[src/rtl/lector_fifos_azules_pkg.sv]
// ============================================================================
// Module   : lector_fifos_azules_pkg
// Brief    : Shared widths, port count, counter-select codes and FSM states
//            for the blue-FIFO read merger.
// Revision : 1.0 - initial release
// ============================================================================
`default_nettype none

package lector_fifos_azules_pkg;

  localparam int DATA_WIDTH = 12;
  localparam int CNT_WIDTH  = 5;
  localparam int NUM_PORTS  = 4;

  localparam logic [2:0] IDX_TOTAL = 3'd4;

  typedef enum logic [1:0] {
    ST_RESET  = 2'd0,
    ST_INIT   = 2'd1,
    ST_IDLE   = 2'd2,
    ST_ACTIVE = 2'd3
  } state_t;

endpackage

`default_nettype wire

[src/rtl/lector_fifos_azules_arbitro.sv]
// ============================================================================
// Module   : arbitro_rr4
// Brief    : 4-way round-robin grant; the pointer moves past each winner.
// Revision : 1.0 - initial release
// ============================================================================
`default_nettype none

module arbitro_rr4
  import lector_fifos_azules_pkg::*;
(
  input  logic                 clk,
  input  logic                 reset,
  input  logic                 clear,
  input  logic                 en,
  input  logic [NUM_PORTS-1:0] req,
  output logic [NUM_PORTS-1:0] grant
);

  logic [1:0] r_ptr;
  logic [1:0] w_cand;
  logic [1:0] w_win;
  logic       w_any;

  // Scanning from the far end downwards leaves the nearest requester at or
  // after the pointer as the winner.
  always_comb begin
    w_cand = r_ptr;
    w_win  = r_ptr;
    w_any  = 1'b0;
    for (int k = NUM_PORTS - 1; k >= 0; k--) begin
      w_cand = r_ptr + 2'(k);
      if (req[w_cand]) begin
        w_win = w_cand;
        w_any = 1'b1;
      end
    end
  end

  assign grant = (en && w_any) ? (4'b0001 << w_win) : 4'b0000;

  always_ff @(posedge clk or posedge reset) begin
    if (reset) begin
      r_ptr <= 2'd0;
    end else if (clear) begin
      r_ptr <= 2'd0;
    end else if (en && w_any) begin
      r_ptr <= w_win + 2'd1;
    end
  end

endmodule

`default_nettype wire

[src/rtl/lector_fifos_azules.sv]
// ============================================================================
// Module   : lector_fifos_azules
// Brief    : Round-robin merger of the four blue FIFOs into one word stream,
//            with per-port and total forwarded-word counters.
// Revision : 1.0 - initial release
// ============================================================================
`default_nettype none

module lector_fifos_azules #(
  parameter int DATA_WIDTH = lector_fifos_azules_pkg::DATA_WIDTH,
  parameter int CNT_WIDTH  = lector_fifos_azules_pkg::CNT_WIDTH
) (
  input  logic                  clk,
  input  logic                  reset,
  input  logic                  Enable,
  input  logic                  init,
  input  logic [DATA_WIDTH-1:0] data_in_p0,
  input  logic [DATA_WIDTH-1:0] data_in_p1,
  input  logic [DATA_WIDTH-1:0] data_in_p2,
  input  logic [DATA_WIDTH-1:0] data_in_p3,
  input  logic [3:0]            empty_azules,
  input  logic                  almost_full_out,
  input  logic                  req,
  input  logic [2:0]            idx,
  output logic [3:0]            pop_fifo_azules,
  output logic [DATA_WIDTH-1:0] data_out,
  output logic                  valid_out,
  output logic [CNT_WIDTH-1:0]  salida_contador,
  output logic                  valid_contador,
  output logic                  idle
);

  import lector_fifos_azules_pkg::*;

  state_t                r_state;
  state_t                w_next;
  logic                  r_idle;
  logic                  w_pop_en;
  logic [3:0]            w_grant;
  logic [1:0]            w_grant_idx;
  logic                  r_v1;
  logic [1:0]            r_tag1;
  logic                  r_v2;
  logic [1:0]            r_tag2;
  logic [DATA_WIDTH-1:0] r_data;
  logic [DATA_WIDTH-1:0] w_data_sel;
  logic [CNT_WIDTH-1:0]  r_cnt [NUM_PORTS];
  logic [CNT_WIDTH-1:0]  r_total;
  logic [CNT_WIDTH-1:0]  w_rd_sel;
  logic [CNT_WIDTH-1:0]  r_rd_data;
  logic                  r_rd_valid;

  always_ff @(posedge clk or posedge reset) begin
    if (reset) begin
      r_state <= ST_RESET;
      r_idle  <= 1'b0;
    end else begin
      r_state <= w_next;
      r_idle  <= (w_next == ST_IDLE);
    end
  end

  always_comb begin
    w_next = r_state;
    case (r_state)
      ST_RESET:  w_next = ST_INIT;
      ST_INIT:   if (!init) w_next = ST_IDLE;
      ST_IDLE:   if (Enable && !(&empty_azules)) w_next = ST_ACTIVE;
      ST_ACTIVE: if ((&empty_azules) && !(|w_grant) && !r_v1 && !r_v2)
                   w_next = ST_IDLE;
      default:   w_next = ST_RESET;
    endcase
    if (init && (r_state != ST_RESET)) w_next = ST_INIT;
  end

  assign w_pop_en = (r_state == ST_ACTIVE) && Enable && !almost_full_out;

  arbitro_rr4 u_arbitro (
    .clk   (clk),
    .reset (reset),
    .clear (r_state == ST_INIT),
    .en    (w_pop_en),
    .req   (~empty_azules),
    .grant (w_grant)
  );

  always_comb begin
    w_grant_idx = 2'd0;
    for (int p = 0; p < NUM_PORTS; p++) begin
      if (w_grant[p]) w_grant_idx = 2'(p);
    end
  end

  always_comb begin
    w_data_sel = data_in_p0;
    case (r_tag1)
      2'd1:    w_data_sel = data_in_p1;
      2'd2:    w_data_sel = data_in_p2;
      2'd3:    w_data_sel = data_in_p3;
      default: w_data_sel = data_in_p0;
    endcase
  end

  // Stage 1 remembers which FIFO was popped; stage 2 captures its read data
  // one cycle later. Init does not flush these so in-flight words complete.
  always_ff @(posedge clk or posedge reset) begin
    if (reset) begin
      r_v1   <= 1'b0;
      r_tag1 <= 2'd0;
      r_v2   <= 1'b0;
      r_tag2 <= 2'd0;
      r_data <= '0;
    end else begin
      r_v1 <= |w_grant;
      if (|w_grant) r_tag1 <= w_grant_idx;
      r_v2 <= r_v1;
      if (r_v1) begin
        r_tag2 <= r_tag1;
        r_data <= w_data_sel;
      end
    end
  end

  always_ff @(posedge clk or posedge reset) begin
    if (reset) begin
      for (int p = 0; p < NUM_PORTS; p++) r_cnt[p] <= '0;
      r_total <= '0;
    end else if (r_state == ST_INIT) begin
      for (int p = 0; p < NUM_PORTS; p++) r_cnt[p] <= '0;
      r_total <= '0;
    end else if (r_v2) begin
      r_cnt[r_tag2] <= r_cnt[r_tag2] + 1'b1;
      r_total       <= r_total + 1'b1;
    end
  end

  always_comb begin
    w_rd_sel = '0;
    if (!idx[2])               w_rd_sel = r_cnt[idx[1:0]];
    else if (idx == IDX_TOTAL) w_rd_sel = r_total;
  end

  always_ff @(posedge clk or posedge reset) begin
    if (reset) begin
      r_rd_data  <= '0;
      r_rd_valid <= 1'b0;
    end else begin
      r_rd_valid <= req;
      if (req) r_rd_data <= w_rd_sel;
    end
  end

  assign pop_fifo_azules = w_grant;
  assign data_out        = r_data;
  assign valid_out       = r_v2;
  assign salida_contador = r_rd_data;
  assign valid_contador  = r_rd_valid;
  assign idle            = r_idle;

endmodule

`default_nettype wire

[config.mk]
export PLATFORM = sky130hd
export DESIGN_NAME = lector_fifos_azules
export DESIGN_NICKNAME = d
export VERILOG_FILES = /design/src/rtl/lector_fifos_azules_pkg.sv /design/src/rtl/lector_fifos_azules_arbitro.sv /design/src/rtl/lector_fifos_azules.sv
export SDC_FILE = /design/constraint.sdc
export NUM_CORES = 1
export LEC_CHECK = 0
export CAP_MARGIN = 25
export CORE_UTILIZATION = 51
export CTS_CLUSTER_DIAMETER = 60
export DETAILED_ROUTE_END_ITERATION = 8
export GPL_TIMING_DRIVEN = 0
export PLACE_DENSITY_LB_ADDON = 0.3
export SKIP_CTS_REPAIR_TIMING = 1
export SLEW_MARGIN = 0
export SYNTH_ARGS = -nofsm -noshare
export SYNTH_HDL_FRONTEND = slang
export SYNTH_SLANG_ARGS = --single-unit
[constraint.sdc]
create_clock -name clk -period 5.2 [get_ports clk]
set_clock_uncertainty 0.2 [all_clocks]
set_input_delay 1.04 -clock clk [delete_from_list [all_inputs] [get_ports clk]]
set_output_delay 1.04 -clock clk [all_outputs]
set_load 0.03 [all_outputs]
-- Yosys cells after proc, flatten, opt, wreduce, memory -nomap -nowiden
Cells that the tools add are included.
- register bits after elaboration: 54
- input bits: 61
- word-level logic and storage cells: 103
- $add $sub $neg: 6
- order comparisons: 7
- eq/ne operators: 8
- shift operators: 1
- mux-type cells: 43
- bitwise operators: 3
- reductions and logical operators: 20
- operators by type and width (kind ; count):
    $mux W5 ; 9
    $mux W20 ; 2
    $pmux W12 S3 ; 1
    $mux W2 ; 12
    $bmux W5 S2 ; 2
    $bwmux W20 ; 1
    $lt A2 B3 Y1 const B ; 4
    $add A5 B1 Y5 const B ; 2
    $demux W5 S2 ; 1
    $eq A2 B2 Y1 const B ; 5
    $logic_and A1 B1 Y1 ; 9
    $mux W1 ; 9
    $bmux W1 S2 ; 4
    $pmux W2 S4 ; 1
    $ge A3 B3 Y1 const B ; 2
    $not A2 Y3 ; 2
    $reduce_bool A2 Y1 ; 3
    $logic_not A1 Y1 ; 5
    $add A2 B1 Y2 const B ; 2
    $add A2 B2 Y2 const B ; 2
    $eq A2 B1 Y1 const B ; 2
    $mux W4 ; 1
    $not A4 Y4 ; 1
    $reduce_and A4 Y1 ; 1
    5 further kinds ; 5

-- Depth between registers and ports, before layout
- depth after elaboration: 18
- gate-level depth with buffers: 6
- gate-level depth less buffers: 5

-- Hierarchy
From an unflattened synthesis, not the netlist that was laid out.
- cells, all modules: 242
- area, all modules: 2962.8 µm²
- modules (own cells, without submodules) (module ; times used ; cells each ; area each (µm²) ; sequential area each (µm²)):
    lector_fifos_azules ; 1 ; 211 ; 2690.1 ; 1301.2
    arbitro_rr4 ; 1 ; 31 ; 272.8 ; 50.0

-- Least setup slack after synthesis
OpenSTA, ideal clock, no wires.
- path type: input to output
- start point: input empty_azules[3]
- end point: output pop_fifo_azules[0]
- data arrival time: 2.165 ns
- slack: 1.795 ns
- stages on the path: 5
- path buffers: 0
- cell sequence: nand4_1 > nand2_1 > nor3_2 > nand2b_1 > nor2b_1
- word-level cells in the longest chain between the ends: 9
- ends and longest elaborated chain (element ; RTL line ; text):
    from (decl) ; lector_fifos_azules.sv:21 ; input logic [3:0] empty_azules,
    $not A4 Y4 * ; lector_fifos_azules.sv:83 ; .req (~empty_azules),
    $bmux W1 S2 ; lector_fifos_azules_arbitro.sv:32 ; if (req[w_cand]) begin
    $mux W1 (not written as such) ; lector_fifos_azules_arbitro.sv:32 ;
    $mux W2 / $mux W1 (equally long branches) (4 in series) ; lector_fifos_azules_arbitro.sv:32 ;
    $shl A1 B2 Y4 / $logic_and A1 B1 Y1 (equally long branches) ; lector_fifos_azules_arbitro.sv:39 ; assign grant = (en && w_any) ? (4'b0001 << w_win) : 4'b0000;
    $mux W4 * ; lector_fifos_azules_arbitro.sv:39 ;
    to (decl) ; lector_fifos_azules.sv:25 ; output logic [3:0] pop_fifo_azules,
Every way passes the cells marked *; elsewhere a longest branch is shown, timed or not. The select of a mux whose other input is x is not followed.

-- Final worst setup path
- start point: input empty_azules[2]
- end point: output pop_fifo_azules[3]
Same word-level chain as after synthesis.

==> summary.txt <==
Outcome
  – Outcome: finished clean

Timing
  – Measured slew at the worst slew-check pin: between 0.6 and 0.7 ns
  – Max Fclk: 222 MHz
  – Max-slew violation total from the final report: 0
  – Slew margin rel.: between 50% and 60%
  – Final Hold Viols: 0
  – Crit path time final: roughly 4.5 ns
  – Final setup vio count: 0
  – RSZ-0062 raised after global routing: false
  – TNS Setup: 0 ns
  – Final worst-path cycle share: about 87%

Die
  – Die Y: 76.6 um
  – Die Wd: roughly 77 um
  – IO Pins: 85
  – Die footprint: ~0.0059 mm^2
  – Row cnt: 26
  – Initial Util: around 54%
  – Core Region: 0.00524 mm^2

Cells and area
  – # fillers: ~360
  – Area delta synth->final: 36.4%
  – Nets: ~380
  – Design Area, Final: roughly 0.0039 mm^2
  – Layout cells sized above 1: roughly 18%
  – ANT cells: 0

Synth
  – Synth unique cells: 38
  – Commonest cells post-synth: 54 x dfrtp_1, 33 x nor2_1, 21 x mux4_2
  – Synthesis-stage register bit count: 54
  – Net Count, Synth: between 200 and 300
  – Primary FF master, synth: dfrtp_1
  – Async S/R FF share, synth: 100%
  – Syn avg cell area: 12.4 um^2
  – Yosys warns: 0
  – Top post-synthesis cells by area: dfrtp_1 48%, mux4_2 17%, mux2_2 5.6%
  – Yosys top cell area share: 47.6%
  – Count leader, synth: dfrtp_1
  – Synth area leader: dfrtp_1
  – Register area share after synthesis: about 48%
  – Cells after Synth: around 230
  – Cell area after synthesis: roughly 0.0028 mm^2
  – Post-synth EDFFs: 0

Setup path
  – Crit path from: empty_azules[2]
  – R2R depth: 5
  – CP Cell Sequence: clkdlybuf4s50_1 -> nand4_1 -> nand2_1 -> nor3_2 -> nand2_1 -> nor2_1 -> clkdlybuf4s50_1
  – Worst reg2reg startpoint: r_tag2[0]$_DFFE_PP0P_
  – Critical path arrival: about 3.3 ns
  – R2R Path End: r_cnt[2]$_DFFE_PP0P_
  – Critical path's slowest cell: clkdlybuf4s50_1
  – CP max FO: 10
  – R2R setup slack: 3.02 ns
  – Worst Path Required: between 3 and 4 ns
  – Slowest stage delay, CP: just under 0.7 ns
  – Critical Path Source Type: input port
  – CP Class: input port to output port
  – CP Capture Type: output port

Clock tree
  – Clk slew on worst S/H paths: approximately 0.090 ns
  – H-tree depth: 2
  – Clock sinks: 54
  – CTS tree: done
  – Root buffer cell: clkbuf_8
  – TritonCTS Buffers: 5
  – Clock latency on the worst-skew pair: 0.31 ns
  – Clock Path Buffers: 2

Routing
  – Vias: approximately 2200
  – WL final: roughly 6600 um
  – # DRC: 0
  – Post-route ant nets: 0
  – Routed WL per cell: between 15 and 20 um
  – DR iter-0 viols: approximately 130
  – TritonRoute pass-1 iters: 4
  – DR vias/cell: around 5.7

Power and ir drop
  – Static leakage: between 1.5 and 2 nW
  – Psw: 451 uW
  – Net switching fraction of the power: ~34%
  – Comb pwr share: 41.5%
  – Peak VDD IR: approximately 0.18 mV
  – Clock power share: 18.0%
  – Sequential power share: roughly 40%
  – Internal power: about 880 uW
  – Cell Pwr Density: approximately 340 mW/mm^2

Hold path
  – Worst hold endpoint: valid_out$_DFF_PP0_
  – Cells on Worst Hold Path: 0
  – Hold WC Path Type: flop to flop
  – Min-delay src: r_v1$_DFF_PP0_

Global routing
  – GRT overflow: 0
  – GRT Util Overall: roughly 25%
  – Vias in the first global route: 2331
  – Largest net degree at the start of global routing: 39
  – Initial antenna violation count: 0
  – First-pass GRT wire length: around 11000 um

Place
  – DP Area: ~0.0038 mm^2
  – IO Port Bufs: between 80 and 90
  – HPWL Detailed: 5030 um
  – Gpl congestion: roughly 0.76

Job
  – Max Cap Viol: 0
==> routing by layer <==
layer / vias up / track usage (%) / part of all wire (%)
met5: - / 0 / 0
met4: 0 / 10.6 / 3.2
met3: 19 / 5.99 / 5.3
met2: 71 / 42.5 / 52
met1: 1098 / 29.3 / 39
li1: 1025 / - / -
==> layout by cell type (no fill, tap or decap), types with 2 or more instances in the layout <==
cell	count
clkbuf_1	8
mux4_2	21
nand3_1	2
clkbuf_8	6
a221oi_1	5
o21ai_0	11
nor2b_1	3
a211oi_1	8
a21oi_1	11
nand3_2	2
inv_1	7
nand4_1	3
mux2_2	14
nor2_1	33
and3_1	2
clkdlybuf4s50_1	83
xor2_2	2
xnor2_1	2
xor2_1	4
mux2i_1	6
dfrtp_1	54
ha_1	2
buf_2	4
nand2b_1	2
nand2_1	6
==> cell type report <==
cell class	count	area (um^2)	share of cell area (%)
multi-input combinational	152	1390	35.8
sequential	54	1350	34.9
timing repair buffer	84	851	22.0
tap	70	87.6	2.26
clock buffer	6	82.6	2.13
buffer	14	68.8	1.78
inverter	8	30.0	0.776
clock inverter	2	12.5	0.323
==> power groups by stage <==
stage	sequential [mW]	combinational, mW	clock (mW)
finish	0.539	0.552	0.240
global placement	0.540	0.547	0
CTS	0.540	0.557	0.246
global route	0.549	0.585	0.262
detailed placement	0.548	0.556	0
floorplan	0.645	0.241	0
==> registers in the layout, indices dropped and copies added, names as in the netlist <==
name,count
data_out,12
idle,1
r_cnt,20
r_state,2
r_tag1,2
r_tag2,2
r_total,5
r_v1,1
salida_contador,5
u_arbitro.r_ptr,2
valid_contador,1
valid_out,1
==> worst max-delay path: cells and delay by family <==
family                 cells  cell delay, ns
buffers and inverters      2            1.17
AND/OR/NAND/NOR            5            1.05
==> kinds of logic (layout without fill, tap and decap cells) <==
kind of cell	count (synthesis)	after routing	synth area share, %
flops	54	54	47.6
buf+inv	22	114	3.48
xor+xnor	8	8	3.00
simple gates	59	59	10.3
compound gates	41	41	9.48
mux	42	42	25.3
fa+ha+maj	2	2	0.882
==> worst max path at each step <==
stage | end | slack [ns]
3_3_place_gp | pop_fifo_azules[0] | 0.78
3_5_place_dp | pop_fifo_azules[3] | 0.69
5_1_grt | pop_fifo_azules[3] | 0.50
6_report | pop_fifo_azules[3] | 0.70
4_1_cts | pop_fifo_azules[3] | 0.69
2_1_floorplan | pop_fifo_azules[0] | 1.79
==> stage by stage <==
stage	util, %	setup slack [ns]	total power, mW	hold slack, ns	std cells
2_1_floorplan	-	1.79	0.886	0.152	228
5_1_grt	73.9	0.503	1.40	0.187	390
6_report	73.9	0.701	1.33	0.178	390
3_3_place_gp	71.7	0.780	1.09	0.154	381
3_5_place_dp	72.1	0.692	1.10	0.158	382
4_1_cts	73.9	0.693	1.34	0.181	390
(Power assumes the default switching activity.)
